===== src/rtl/pc_pkg.sv =====
// rtl/pc_pkg.sv - shared codes, state encoding and default vectors for the PC unit
package pc_pkg;

  // Request codes on Branch; every other value is a sequential/branch request
  localparam logic [2:0] BR_JR = 3'b111;
  localparam logic [2:0] BR_J  = 3'b011;

  // RUN fetches normally; TRAP is the single bubble cycle after an exception entry
  typedef enum logic {
    RUN  = 1'b0,
    TRAP = 1'b1
  } pc_state_e;

  localparam logic [31:0] DEF_RESET_VECTOR = 32'h0000_3000;
  localparam logic [31:0] DEF_EXC_VECTOR   = 32'h0000_4180;

endpackage


===== src/rtl/pc_next_calc.sv =====
// rtl/pc_next_calc.sv - combinational candidate next-PC values and jr alignment flag
module pc_next_calc #(
  parameter int WIDTH = 32
) (
  input  logic [WIDTH-1:0] i_pc,
  input  logic [WIDTH-1:0] i_address,
  input  logic [25:0]      i_jump_target,
  input  logic [WIDTH-1:0] i_jr_target,
  output logic [WIDTH-1:0] o_seq,
  output logic [WIDTH-1:0] o_br_target,
  output logic [WIDTH-1:0] o_j_target,
  output logic [WIDTH-1:0] o_jr_target,
  output logic             o_jr_misaligned
);

  logic [WIDTH-1:0] w_seq;

  assign w_seq = i_pc + WIDTH'(4);
  assign o_seq = w_seq;

  // Word offset scaled to bytes; the top two offset bits fall off and the sum wraps
  assign o_br_target = w_seq + (i_address << 2);

  // j keeps the region bits of the sequential PC; at WIDTH=28 there are none left
  generate
    if (WIDTH > 28) begin : g_region
      assign o_j_target = {w_seq[WIDTH-1:28], i_jump_target, 2'b00};
    end else begin : g_no_region
      assign o_j_target = {i_jump_target, 2'b00};
    end
  endgenerate

  // Low bits are cleared for the non-trapping path; the flag drives the trap path
  assign o_jr_target     = {i_jr_target[WIDTH-1:2], 2'b00};
  assign o_jr_misaligned = (i_jr_target[1:0] != 2'b00);

endmodule


===== src/rtl/pc_unit.sv =====
// rtl/pc_unit.sv - program counter with stall, exception entry, eret and jr alignment trap
module pc_unit
  import pc_pkg::*;
#(
  parameter int               WIDTH        = 32,
  parameter logic [WIDTH-1:0] RESET_VECTOR = WIDTH'(DEF_RESET_VECTOR),
  parameter logic [WIDTH-1:0] EXC_VECTOR   = WIDTH'(DEF_EXC_VECTOR),
  parameter bit               CHECK_ALIGN  = 1'b1
) (
  input  logic             Clk,
  input  logic             PcReSet,
  input  logic             Stall,
  input  logic             PcSel,
  input  logic [2:0]       Branch,
  input  logic [WIDTH-1:0] Address,
  input  logic [25:0]      JumpTarget,
  input  logic [WIDTH-1:0] JrTarget,
  input  logic             Exc,
  input  logic             Eret,
  output logic [WIDTH-1:0] NEWPC,
  output logic [WIDTH-1:0] EPC,
  output logic [WIDTH-1:0] BadVAddr,
  output logic             AdEL,
  output logic             PcValid
);

  pc_state_e        r_state;
  pc_state_e        w_state_nxt;
  logic [WIDTH-1:0] r_pc, r_epc, r_bad;
  logic             r_adel;
  logic [WIDTH-1:0] w_pc_nxt, w_epc_nxt, w_bad_nxt;
  logic             w_adel_nxt;
  logic [WIDTH-1:0] w_seq, w_br_target, w_j_target, w_jr_target;
  logic             w_jr_misaligned;
  logic             w_adel_trap;
  logic             w_enter_trap;

  pc_next_calc #(.WIDTH(WIDTH)) u_next (
    .i_pc            (r_pc),
    .i_address       (Address),
    .i_jump_target   (JumpTarget),
    .i_jr_target     (JrTarget),
    .o_seq           (w_seq),
    .o_br_target     (w_br_target),
    .o_j_target      (w_j_target),
    .o_jr_target     (w_jr_target),
    .o_jr_misaligned (w_jr_misaligned)
  );

  // A misaligned jr only traps if no higher-priority request (Exc, Eret, Stall) claims the cycle
  assign w_adel_trap  = CHECK_ALIGN && !Exc && !Eret && !Stall &&
                        (Branch == BR_JR) && w_jr_misaligned;
  assign w_enter_trap = (r_state == RUN) && (Exc || w_adel_trap);

  // State register
  always_ff @(posedge Clk) begin
    if (PcReSet) r_state <= RUN;
    else         r_state <= w_state_nxt;
  end

  // Next state: TRAP always falls back to RUN after one cycle
  always_comb begin
    w_state_nxt = r_state;
    case (r_state)
      RUN:     if (w_enter_trap) w_state_nxt = TRAP;
      TRAP:    w_state_nxt = RUN;
      default: w_state_nxt = RUN;
    endcase
  end

  // Next-PC selection by priority; TRAP ignores every request and holds the vector
  always_comb begin
    w_pc_nxt   = r_pc;
    w_epc_nxt  = r_epc;
    w_bad_nxt  = r_bad;
    w_adel_nxt = 1'b0;
    if (r_state == RUN) begin
      if (w_enter_trap) begin
        w_epc_nxt = r_pc;
        w_pc_nxt  = EXC_VECTOR;
        if (w_adel_trap) begin
          w_bad_nxt  = JrTarget;
          w_adel_nxt = 1'b1;
        end
      end else if (Eret) begin
        w_pc_nxt = r_epc;
      end else if (Stall) begin
        w_pc_nxt = r_pc;
      end else if (Branch == BR_JR) begin
        w_pc_nxt = w_jr_target;
      end else if (Branch == BR_J) begin
        w_pc_nxt = w_j_target;
      end else if (PcSel) begin
        w_pc_nxt = w_br_target;
      end else begin
        w_pc_nxt = w_seq;
      end
    end
  end

  // Datapath registers; reset overrides Stall and everything else
  always_ff @(posedge Clk) begin
    if (PcReSet) begin
      r_pc   <= RESET_VECTOR;
      r_epc  <= '0;
      r_bad  <= '0;
      r_adel <= 1'b0;
    end else begin
      r_pc   <= w_pc_nxt;
      r_epc  <= w_epc_nxt;
      r_bad  <= w_bad_nxt;
      r_adel <= w_adel_nxt;
    end
  end

  // Outputs: fetch is invalid only during the trap bubble
  always_comb begin
    NEWPC    = r_pc;
    EPC      = r_epc;
    BadVAddr = r_bad;
    AdEL     = r_adel;
    PcValid  = (r_state == RUN);
  end

endmodule

===== config.mk =====
export PLATFORM = sky130hd
export DESIGN_NAME = pc_unit
export DESIGN_NICKNAME = d
export VERILOG_FILES = /design/src/rtl/pc_pkg.sv /design/src/rtl/pc_next_calc.sv /design/src/rtl/pc_unit.sv
export SDC_FILE = /design/constraint.sdc
export NUM_CORES = 1
export LEC_CHECK = 0
export BUFFER_PORTS_ARGS = -buffer_cell sky130_fd_sc_hd__buf_2
export CORE_MARGIN = 1
export CORE_UTILIZATION = 53
export DETAILED_ROUTE_END_ITERATION = 12
export GPL_ROUTABILITY_DRIVEN = 0
export PLACE_DENSITY = 0.81
export REMOVE_ABC_BUFFERS = 1
export SYNTH_ARGS = -nofsm -noshare
export SYNTH_HDL_FRONTEND = slang
export SYNTH_SLANG_ARGS = --single-unit
export TNS_END_PERCENT = 1

===== constraint.sdc =====
create_clock -name Clk -period 3.8 [get_ports Clk]
set_input_delay 0.38 -clock Clk [delete_from_list [all_inputs] [get_ports Clk]]
set_output_delay 0.38 -clock Clk [all_outputs]
set_load 0.02 [all_outputs]

==> reports/metrics.cfg, run 1 <==
[yosys]
syn_area_per_cell_um2=7.239
synth_edf_count=0
syn_area_um2=6920
synthAdderAreaFrac_pct=6.617
synth-seq-area-share_pct=28.35
syn_inst=956
synth-xor-area-share_pct=5.442
synth-seq-cells=98
ys.flop_type=dfxtp_1
yosys_warnings=0
synth.top_cells.by_area=dfxtp_1, nand2_1, a21oi_1, ha_1, o21ai_0
yosys.cell_types.count=68
synth_top_cell_by_area=dfxtp_1
synth-async-reset-ratio_pct=0
yosysTopAreaCellShare_pct=28.35
synthMuxAreaShare_pct=2.567
synth_top_family_by_area=compound AO/OA/AOI/OAI gates
yosys.area_share.simple_pct=24.32
synth_compound_area_share_pct=27.79

[layout]
layout.cells.non_filler=1323
num_antenna_cells=0
synthToLayoutAreaGrowth_pct=24.03
layout.cells.most_common=nand2_1
final_cell_mix=nand2_1, buf_2, a21oi_1
drive_above_1_share_pct=24.15
fillers=1104
nNetsFinal=1281

[global_routing]
antenna_found_initial=0
grt_max_degree=49
grt_pass1_wl_um=38380
first_global_vias=7467
grt_overflow=0
grtUsageTotal_pct=37.31

[routing]
drc=0
vias=8172
drt_first_pass_iters=5
via_per_inst=6.177
ant_nets=0
drt_iter0_drc=783
detail_route.wl_per_cell_um=18.76
drt_wl_total_um=24820

[worst_setup_path]
r2r_slack_ns=0.24
startpoint_type=flop
crit_chain=and3_4, nand4_1, or2_2, nor2_1, xor2_1, ha_1, nand4_1, or3_1, or2_2, o21ai_0, mux2i_1, a211oi_1, o21ai_0
r2r-start=NEWPC[9]
crit_cells=13
arrival_ns=3.80
cp-startpoint=NEWPC[9]
r2r_end=NEWPC[25]
endpoint_kind=flop
cp_num_buf_inv=0
critPathRequiredTime_ns=4.04
critPathKind=flop to flop
r2r_cells=13
slowest_stage=dfxtp_1
critPathMaxFanout=7
crit_path_max_incr_delay_ns=0.44
critPathTopFamily=simple AND/OR/NAND/NOR gates

[min_path]
min_to=BadVAddr[17]
min-delay-start=JrTarget[17]
hold_path_depth=3
hold_class=input pin to flop

[clock_tree]
cts_tree=yes
post_cts_buffers=0
clk_latency_ns=0.37
clock_path_buffers=2
clockRootBuffer=clkbuf_16
htree_levels=3
cts_sinks=98
cts_made_buffers=9
clkSlewWorstSetupHoldPaths_ns=0.08

[floorplan]
rows=41
initial_core_util_pct=54.62
ios=197
die_height_um=116.3
core_um2=12670
die_width_um=116.3
dieArea_um2=13520

[timing]
drv_slew=0
hold_viol_final=0
holdWs_ns=0.2583
period_minus_slack_ns=3.561
skew_ns=0.01176
relSlewSlack_pct=31.61
min_period_over_period_pct=93.71
setup_ws_ns=0.2390
max_freq_mhz=280.8
tns_ns=0
worst_pin_slew_ns=1.022
setup_viol=0
rsz0062_at_grt=false

[placement]
portBuffers=194
dp.cells=1307
place_ws_ns=0.2347
hpwlAfterDp_um=18230

[outcome]
outcome=completed

[power_and_ir_drop]
power_density_nw_per_um2=330.6
vdd_ir_drop_max_v=0.0003349
p_leak_nw=3.813

[run]
drv_cap=0

-- worst min-delay path, delay by kind of cell --
family / cells / cell delay [ns]
AO/OA/AOI/OAI: 1 / 0.05
buffers and inverters: 1 / 0.10
AND/OR/NAND/NOR: 1 / 0.05
-- timing repair --
action                     in CTS  in global routing
resized for setup               0                  6
setup endpoints to repair       0                  4
hold buffers                    0                  0
-- kinds of logic (layout without fill, tap and decap cells) --
logic type	count (synthesis)	after routing
flip-flops	98	98
XOR/XNOR	43	43
adder cells (fa/ha/maj)	36	36
AND/OR/NAND/NOR	366	366
multiplexers	17	17
buffers and inverters	88	283
AO/OA/AOI/OAI	308	308
-- flip-flops by register name, summed over array words and instances (netlist names) --
| signal | cells |
|---|---|
| AdEL | 1 |
| BadVAddr | 32 |
| EPC | 32 |
| NEWPC | 32 |
| r_state | 1 |
-- Yosys cell counts, types with 4 or more instances --
cell / count
buf_2: 4
nand2_1: 204
a21o_1: 17
o221ai_1: 5
mux2_2: 6
inv_1: 27
o2111ai_1: 4
and2_1: 10
a22oi_1: 7
nand4_1: 20
o211ai_1: 14
a21oi_1: 127
nor2b_1: 8
o21a_1: 5
mux2i_1: 11
a32oi_1: 5
ha_1: 35
or3_1: 5
dfxtp_1: 98
nand2b_1: 7
nor2_1: 54
and3_1: 10
xnor2_1: 25
a221oi_1: 5
xor2_1: 18
nand3_1: 15
clkbuf_1: 52
a211oi_1: 16
o31ai_1: 8
o21bai_1: 4
a31oi_1: 4
nor3_1: 14
nor3b_1: 5
a311oi_1: 5
o21ai_0: 51
-- final cells by class --
cell class	count	area (µm²)	share of cell area, %
clock inverters	6	112.6	1.312
inverters	27	101.3	1.181
repair buffers	240	1329	15.48
clock buffers	10	229.0	2.668
multi-input cells	770	4632	53.96
flip-flops and latches	98	1964	22.89
well taps	172	215.2	2.507
-- power by group --
part	total, W	switching (W)	leakage, nW	internal, W
Sequential	0.00108	0.0000302	0.795	0.00105
Combinational	0.000666	0.000415	2.85	0.000251
Clock	0.00109	0.000441	0.167	0.000647
Total	0.00284	0.000887	3.81	0.00195
-- worst max-delay path by stage --
stage                            to  slack, ns
after floorplan           NEWPC[29]       0.25
final                     NEWPC[25]       0.24
after CTS                 NEWPC[25]       0.22
after global placement    NEWPC[25]       0.26
after detailed placement  NEWPC[25]       0.23
after global routing      NEWPC[25]       0.03
-- layer usage --
metal	GRT usage [%]	wire length [µm]	vias to the layer above
met5	0	0	-
met4	19.40	1167	0
met3	8.563	2826	92
met2	60.39	11430	549
met1	46.25	9402	3728
li1	-	-	3803
-- per-stage QoR --
step	cell area (µm²)	power, W	utilization, %
global route	8583	0.002937	67.74
detailed placement	8232	0.001749	64.96
finish	8583	0.002838	67.74
global placement	8232	0.001742	64.96
floorplan	6681	0.001470	-
CTS	8573	0.002820	67.66
No activity file was read; power rests on OpenSTA's default activity.
==> run 2: changes to the inputs <==
- ABC_AREA: unset -> 1
- CORE_UTILIZATION: 53 -> 55
- PLACE_DENSITY: 0.81 -> 0.82
==> run 2 against run 1 <==
Against the previous run: utilization fell by 0.51 points; count of clock-buffer cells in the layout rose by 1; via count rose by 14%; register-to-register slack improved by 0.05 ns; worst hold slack improved by 0.018 ns; final cell count rose by 28%; clock skew fell by 0.0046 ns; synthesized area rose by 11%; clock power fell by 15%; final area rose by 5.4%; fmax rose by 1.5%; largest power group is now sequential cells.
==> reports/metrics.cfg, run 2 <==
[yosys]
synth-seq-cells=98  ; unchanged
syn_area_per_cell_um2=5.735  ; was 7.239 µm²
synth.top_cells.by_area=dfxtp_1, nand2_1, a21oi_1, inv_1, nor2_1  ; was dfxtp_1, nand2_1, a21oi_1, ha_1, o21ai_0
synth_edf_count=0  ; unchanged
yosysTopAreaCellShare_pct=25.49  ; was 28.35%
syn_inst=1342  ; was 956
synth-seq-area-share_pct=25.49  ; was 28.35%
yosys_warnings=0  ; unchanged
yosys.cell_types.count=38  ; was 68
synth_top_cell_by_area=dfxtp_1  ; unchanged
synthMostInstantiatedCell=nand2_1  ; unchanged
synthTopCellsByCount=nand2_1, inv_1, a21oi_1  ; was nand2_1, a21oi_1, dfxtp_1
syn_area_um2=7696  ; was 6920 µm²
ys.flop_type=dfxtp_1  ; unchanged
synth-async-reset-ratio_pct=0  ; unchanged

[outcome]
outcome=completed  ; unchanged

[power_and_ir_drop]
p_sw_w=0.001080  ; was 0.0008867 W
seqPwrFrac_pct=38.1  ; was 38.2%
p_int_w=0.001878  ; was 0.001951 W
vdd_ir_drop_max_v=0.0003281  ; was 0.0003349 V
p_comb_share_pct=30.8  ; was 23.5%
p_leak_nw=4.729  ; was 3.813 nW
swShare_pct=36.51  ; was 31.25%
power_density_nw_per_um2=327.1  ; was 330.6 nW/µm²
pwr-share-clk_pct=31.2  ; was 38.4%

[routing]
vias=9291  ; was 8,172
detail_route.wl_per_cell_um=15.68  ; was 18.76 µm
ant_nets=0  ; unchanged
via_per_inst=5.507  ; was 6.177
drt_wl_total_um=26450  ; was 24,820 µm
drt_iter0_drc=915  ; was 783
drc=0  ; unchanged
drt_first_pass_iters=5  ; unchanged

[timing]
relSlewSlack_pct=31.43  ; was 31.61%
min_period_over_period_pct=92.33  ; was 93.71%
period_minus_slack_ns=3.508  ; was 3.561 ns
skew_ns=0.007164  ; was 0.01176 ns
drv_slew=0  ; unchanged
setup_viol=0  ; unchanged
hold_viol_final=0  ; unchanged
max_freq_mhz=285.0  ; was 280.8 MHz
worst_pin_slew_ns=1.027  ; was 1.022 ns
rsz0062_at_grt=false  ; unchanged
tns_ns=0  ; unchanged

[layout]
layout.cells.most_common=nand2_1  ; unchanged
nNetsFinal=1642  ; was 1,281
synthToLayoutAreaGrowth_pct=17.53  ; was 24.03%
regArea_um2=1964  ; unchanged
multi_input_area_um2=4868  ; was 4632 µm²
layout.cells.non_filler=1687  ; was 1,323
drive_above_1_share_pct=15.82  ; was 24.15%
final_cell_mix=nand2_1, buf_2, inv_1  ; was nand2_1, buf_2, a21oi_1
fillers=1321  ; was 1,104
num_antenna_cells=0  ; unchanged

[clock_tree]
cts_made_buffers=9  ; unchanged
htree_levels=3  ; unchanged
clockRootBuffer=clkbuf_16  ; unchanged
clkSlewWorstSetupHoldPaths_ns=0.07  ; was 0.08 ns
cts_tree=yes  ; unchanged
post_cts_buffers=0  ; unchanged
clk_latency_ns=0.36  ; was 0.37 ns
cts_sinks=98  ; unchanged
clock_path_buffers=2  ; unchanged

[global_routing]
grtUsageTotal_pct=36.63  ; was 37.31%
first_global_vias=8346  ; was 7,467
grt_max_degree=57  ; was 49
grt_overflow=0  ; unchanged
gr-usage-met1_pct=47.38  ; was 46.25%
grt_pass1_wl_um=41610  ; was 38,380 µm
met3_usage_pct=6.509  ; was 8.563%
grtUsageMet2_pct=59.02  ; was 60.39%
antenna_found_initial=0  ; unchanged
grt_busiest_layer=met2  ; unchanged

[placement]
portBuffers=194  ; unchanged
hpwlAfterDp_um=20370  ; was 18,230 µm
dp.cells=1672  ; was 1,307

[worst_setup_path]
r2r_slack_ns=0.29  ; was 0.24 ns
r2r-start=NEWPC[4]  ; was NEWPC[9]
critPathRequiredTime_ns=4.02  ; was 4.04 ns
endpoint_kind=flop  ; unchanged
r2r_cells=21  ; was 13
critPathMaxFanout=6  ; was 7
r2r_end=NEWPC[29]  ; was NEWPC[25]
arrival_ns=3.73  ; was 3.80 ns
cp-startpoint=NEWPC[4]  ; was NEWPC[9]
critPathKind=flop to flop  ; unchanged
startpoint_type=flop  ; unchanged

[min_path]
hold_path_depth=3  ; unchanged
hold_class=input pin to flop  ; unchanged
min_to=BadVAddr[0]  ; was BadVAddr[17]
min-delay-start=JrTarget[0]  ; was JrTarget[17]

[floorplan]
dieArea_um2=14470  ; was 13,520 µm²
core_um2=13450  ; was 12,670 µm²
die_height_um=120.3  ; was 116.3 µm
ios=197  ; unchanged
die_width_um=120.3  ; was 116.3 µm
initial_core_util_pct=57.21  ; was 54.62%
rows=42  ; was 41

[run]
drv_cap=0  ; unchanged

run 2: cell types whose count changed in the layout (fill, tap and decap cells not counted), moves of 14 or more:
cell / delta
a21o_1: -17
xnor2_1: -22
nand3_1: +58
buf_4: -37
inv_1: +146
o22ai_1: +14
nor2_1: +64
nand2_1: +288
run 2: power groups by stage:
stage / Sequential, W / Combinational [W] / Clock (W)
6_report: 0.00113 / 0.000911 / 0.000922
5_1_grt: 0.00113 / 0.00101 / 0.000957
4_1_cts: 0.00112 / 0.000895 / 0.000918
3_5_place_dp: 0.00115 / 0.000887 / 0
3_3_place_gp: 0.00114 / 0.000875 / 0
2_1_floorplan: 0.00118 / 0.000531 / 0
run 2: metrics by stage:
stage                     setup WS [ns]  instance area [µm²]  total power (W)  hold WS [ns]  util, %
after floorplan                  0.5857                 7496         0.001712        0.4491        -
after global placement           0.3498                 8747         0.002020        0.4492    65.02
after detailed placement         0.2862                 8747         0.002033        0.4541    65.02
after CTS                        0.2430                 9032         0.002935        0.2746    67.14
after global routing            0.03672                 9045         0.003094        0.2866    67.23
final                            0.2915                 9045         0.002959        0.2758    67.23
run 2: area by class of cell:
cell class              instances  area share (%)
multi-input cells            1016           53.82
clock buffers                  11           2.573
inverters                     180           7.470
repair buffers                202           11.40
clock inverters                 4          0.5810
well taps                     176           2.435
flip-flops and latches         98           21.72
run 2: kinds of logic (layout without fill, tap and decap cells):
kind of cell,after synthesis,count (layout),synth area share [%]
AOI/OAI and AO/OA,222,222,15.70
DFF,98,98,25.49
adders and majority gates,36,36,5.950
xor gates and xnor gates,25,25,2.845
and+or+nand+nor,733,733,38.63
buffers and inverters,228,397,11.38
run 2: worst max path at each step:
stage                     slack, ns  depth (start not counted)   endpoint
after floorplan                0.59                         10   NEWPC[5]
after global placement         0.35                         21  NEWPC[22]
after detailed placement       0.29                         21  NEWPC[29]
after CTS                      0.24                         21  NEWPC[22]
after global routing           0.04                         21  NEWPC[24]
final                          0.29                         21  NEWPC[29]
run 2: per-layer routing:
| layer | vias to the layer above | part of all wire (%) |
|---|---|---|
| met5 | - | 0 |
| met1 | 4115 | 41 |
| met4 | 0 | 4.4 |
| met3 | 76 | 9.8 |
| li1 | 4597 | - |
| met2 | 503 | 45 |
run 2: critical path, cell delays in order, from the launching register on:
cell and delay, ns:
dfxtp_1 0.50, nand3_1 0.23, inv_2 0.15, nand2_2 0.09, nor2_2 0.26, nand3_1 0.13, xor2_1 0.21, inv_1 0.10
ha_1 0.38, nand2_1 0.12, nor2_1 0.22, nand2_1 0.13, nor3_1 0.14, nand2_1 0.15, nand2_1 0.10, nand2_1 0.05
nand2_1 0.05, nand2_1 0.04, nand2_1 0.12, nand2_1 0.07, nand2_1 0.05, a21oi_1 0.05
run 2: timing repair:
item | in CTS | in global routing
gates resized for setup | 0 | 4
setup endpoints to repair | 0 | 10
hold buffers | 0 | 0
==> run 3: changes to the inputs <==
- CORE_UTILIZATION: 55 -> 56
- SYNTH_HIERARCHICAL: unset -> 1
==> run 3 against run 2 <==
Against the previous run: global-route usage decreased by 4.8 points; synthesized cell count grew 10%; final area increased by 4.9%; worst hold slack improved by 0.0088 ns; die area grew 9.3%; worst setup slack gained 0.039 ns.
==> reports/metrics.cfg, run 3 <==
[yosys]
synth.top_cells.by_area=dfxtp_1, nand2_1, nor2_1, inv_1, buf_4  ; was dfxtp_1, nand2_1, a21oi_1, inv_1, nor2_1
synth-xor-area-share_pct=3.981  ; was 2.845%
yosys_warnings=6  ; was 0
synth-seq-area-share_pct=22.87  ; was 25.49%
yosysTopAreaCellShare_pct=22.87  ; was 25.49%
synth-async-reset-ratio_pct=0  ; unchanged
syn_area_per_cell_um2=5.793  ; was 5.735 µm²
yosys.area_share.simple_pct=38.65  ; was 38.63%
syn_inst=1481  ; was 1,342
yosys.cell_types.count=40  ; was 38
synthMostInstantiatedCell=nand2_1  ; unchanged
synth_edf_count=0  ; unchanged
syn_area_um2=8579  ; was 7696 µm²
synthTopCellsByCount=nand2_1, nor2_1, inv_1  ; was nand2_1, inv_1, a21oi_1
synth-seq-cells=98  ; unchanged
synthMuxAreaShare_pct=0  ; unchanged
ys.flop_type=dfxtp_1  ; unchanged
synth_compound_area_share_pct=12.53  ; was 15.70%
synthAdderAreaFrac_pct=5.046  ; was 5.950%
synth_top_family_by_area=simple AND/OR/NAND/NOR gates  ; unchanged
synth_top_cell_by_area=dfxtp_1  ; unchanged

[floorplan]
core_um2=14750  ; was 13,450 µm²
initial_core_util_pct=58.15  ; was 57.21%
rows=44  ; was 42
die_width_um=125.8  ; was 120.3 µm
die_height_um=125.8  ; was 120.3 µm
ios=197  ; unchanged
dieArea_um2=15820  ; was 14,470 µm²

[run]
drv_cap=0  ; unchanged

[routing]
drt_wl_total_um=25360  ; was 26,450 µm
dr_wl_met2_um=11790  ; was 11,950 µm
ant_nets=0  ; unchanged
drc=0  ; unchanged
routed-wl-met3_um=2076  ; was 2580 µm
drt_iter0_drc=867  ; was 915
vias=9447  ; was 9,291
drt_first_pass_iters=7  ; was 5
via_per_inst=5.322  ; was 5.507
wl_met1_um=10520  ; was 10,760 µm
detail_route.wl_per_cell_um=14.29  ; was 15.68 µm
highest_layer=met4  ; unchanged

[layout]
final_cell_mix=nand2_1, nor2_1, buf_2  ; was nand2_1, buf_2, inv_1
synthToLayoutAreaGrowth_pct=10.57  ; was 17.53%
layout.cells.most_common=nand2_1  ; unchanged
drive_above_1_share_pct=17.31  ; was 15.82%
layout.cells.non_filler=1775  ; was 1,687
nNetsFinal=1717  ; was 1,642
fillers=1479  ; was 1,321

[timing]
rsz0062_at_grt=false  ; unchanged
min_period_over_period_pct=91.31  ; was 92.33%
relSlewSlack_pct=23.32  ; was 31.43%
holdWs_ns=0.2846  ; was 0.2758 ns
worst_pin_slew_ns=1.145  ; was 1.027 ns
setup_ws_ns=0.3300  ; was 0.2915 ns
hold_viol_final=0  ; unchanged
setup_viol=0  ; unchanged
skew_ns=0.008728  ; was 0.007164 ns
max_freq_mhz=288.2  ; was 285.0 MHz
tns_ns=0  ; unchanged
drv_slew=0  ; unchanged
period_minus_slack_ns=3.470  ; was 3.508 ns

[clock_tree]
cts-hold-fix-buffers=0  ; unchanged
post_cts_buffers=0  ; unchanged
cts_sinks=98  ; unchanged
clk_latency_ns=0.35  ; was 0.36 ns
ctsResizeCount=0  ; unchanged
cts_made_buffers=9  ; unchanged
clockRootBuffer=clkbuf_16  ; unchanged
htree_levels=3  ; unchanged
clock_path_buffers=2  ; unchanged
cts_tree=yes  ; unchanged
clkSlewWorstSetupHoldPaths_ns=0.07  ; about the same

[power_and_ir_drop]
vdd_ir_drop_max_v=0.0002579  ; was 0.0003281 V
power_density_nw_per_um2=348.4  ; was 327.1 nW/µm²
p_leak_nw=5.185  ; was 4.729 nW
power_w=0.003305  ; was 0.002959 W

[worst_setup_path]
r2r-start=NEWPC[4]  ; unchanged
cp-startpoint=NEWPC[4]  ; unchanged
critPathMaxFanout=6  ; unchanged
crit_chain=nand2_2, nor2_2, nand2_2, nor2_4, nand3b_4, nor2_4, nand2_2, xor2_1, ha_1, nand2_1, nor2_1, nand2_1, nor2_1, nand2_1, nand3_1, nand2_1, nand2_1, nor2_1, o21ai_1, nand3_1, nand2_1, a21oi_1, nor2_1  ; was nand3_1, inv_2, nand2_2, nor2_2, nand3_1, xor2_1, inv_1, ha_1, nand2_1, nor2_1, nand2_1, nor3_1, nand2_1, nand2_1, nand2_1, nand2_1, nand2_1, nand2_1, nand2_1, nand2_1, a21oi_1
critPathRequiredTime_ns=4.08  ; was 4.02 ns
cp_num_buf_inv=0  ; was 2
arrival_ns=3.75  ; was 3.73 ns
endpoint_kind=flop  ; unchanged
slowest_stage=dfxtp_1  ; unchanged
r2r_slack_ns=0.33  ; was 0.29 ns
startpoint_type=flop  ; unchanged
r2r_cells=23  ; was 21
critPathTopFamily=simple AND/OR/NAND/NOR gates  ; unchanged
r2r_end=NEWPC[26]  ; was NEWPC[29]
crit_path_max_incr_delay_ns=0.47  ; was 0.50 ns
critPathKind=flop to flop  ; unchanged
cpMostUsedCell=nand2_1  ; unchanged

[placement]
dp.cells=1757  ; was 1,672
place_ws_ns=0.3263  ; was 0.2862 ns
portBuffers=194  ; unchanged
hpwlAfterDp_um=19330  ; was 20,370 µm

[global_routing]
grt_overflow=0  ; unchanged
grtUsageTotal_pct=31.80  ; was 36.63%
first_global_vias=8361  ; was 8,346
grt_max_degree=53  ; was 57
antenna_found_initial=1  ; was 0
grt_pass1_wl_um=40430  ; was 41,610 µm

[min_path]
hold_class=input pin to flop  ; unchanged
min_to=r_state  ; was BadVAddr[0]
min-delay-start=PcReSet  ; was JrTarget[0]
hold_path_depth=2  ; was 3

[outcome]
outcome=completed  ; unchanged

[run 3: logic make-up after synthesis]
logic type,after synthesis
AO/OA/AOI/OAI,209
flip-flops,98
XOR/XNOR,39
other,1
adder cells (fa/ha/maj),34
buffers and inverters,300
AND/OR/NAND/NOR,800
[run 3: worst reg2reg max path, stage by stage (launching register included)]
cell and delay, ns:
dfxtp_1 0.47, nand2_2 0.13, nor2_2 0.13, nand2_2 0.10, nor2_4 0.11, nand3b_4 0.10
nor2_4 0.16, nand2_2 0.07, xor2_1 0.17, ha_1 0.44, nand2_1 0.14, nor2_1 0.24
nand2_1 0.12, nor2_1 0.11, nand2_1 0.10, nand3_1 0.10, nand2_1 0.05, nand2_1 0.05
nor2_1 0.04, o21ai_1 0.21, nand3_1 0.10, nand2_1 0.09, a21oi_1 0.06, nor2_1 0.12
[run 3: layout make-up]
type	count	area [µm²]	share of cell area, %
Timing Repair Buffer	213	1114	11.74
Clock inverter	5	62.56	0.6595
Antenna cell	2	5.005	0.05276
Multi-Input combinational cell	1086	5207	54.89
Inverter	176	660.6	6.964
Clock buffer	11	242.7	2.559
Tap cell	184	230.2	2.427
Sequential cell	98	1964	20.71
[run 3: routing by layer]
layer  GRT usage [%]  vias to the layer above
met4           12.83                        0
met1           39.23                     4185
met3           5.565                       67
li1                -                     4755
met2           54.87                      440
met5               0                        -
[run 3: power breakdown]
part           internal (W)  switching, W
clock network      0.000533      0.000412
registers           0.00109     0.0000716
logic              0.000415      0.000781
[run 3: worst max path at each step]
| stage | cells after the start | end |
|---|---|---|
| 3_5_place_dp | 26 | NEWPC[28] |
| 3_3_place_gp | 24 | NEWPC[27] |
| 5_1_grt | 25 | NEWPC[30] |
| 2_1_floorplan | 28 | NEWPC[31] |
| 6_report | 23 | NEWPC[26] |
| 4_1_cts | 24 | NEWPC[27] |
[run 3: stage by stage]
| step | cell area, µm² | util [%] |
|---|---|---|
| final | 9487 | 64.30 |
| after global routing | 9482 | 64.26 |
| after CTS | 9452 | 64.06 |
| after detailed placement | 9146 | 61.99 |
| after global placement | 9146 | 61.99 |
| after floorplan | 7802 | - |
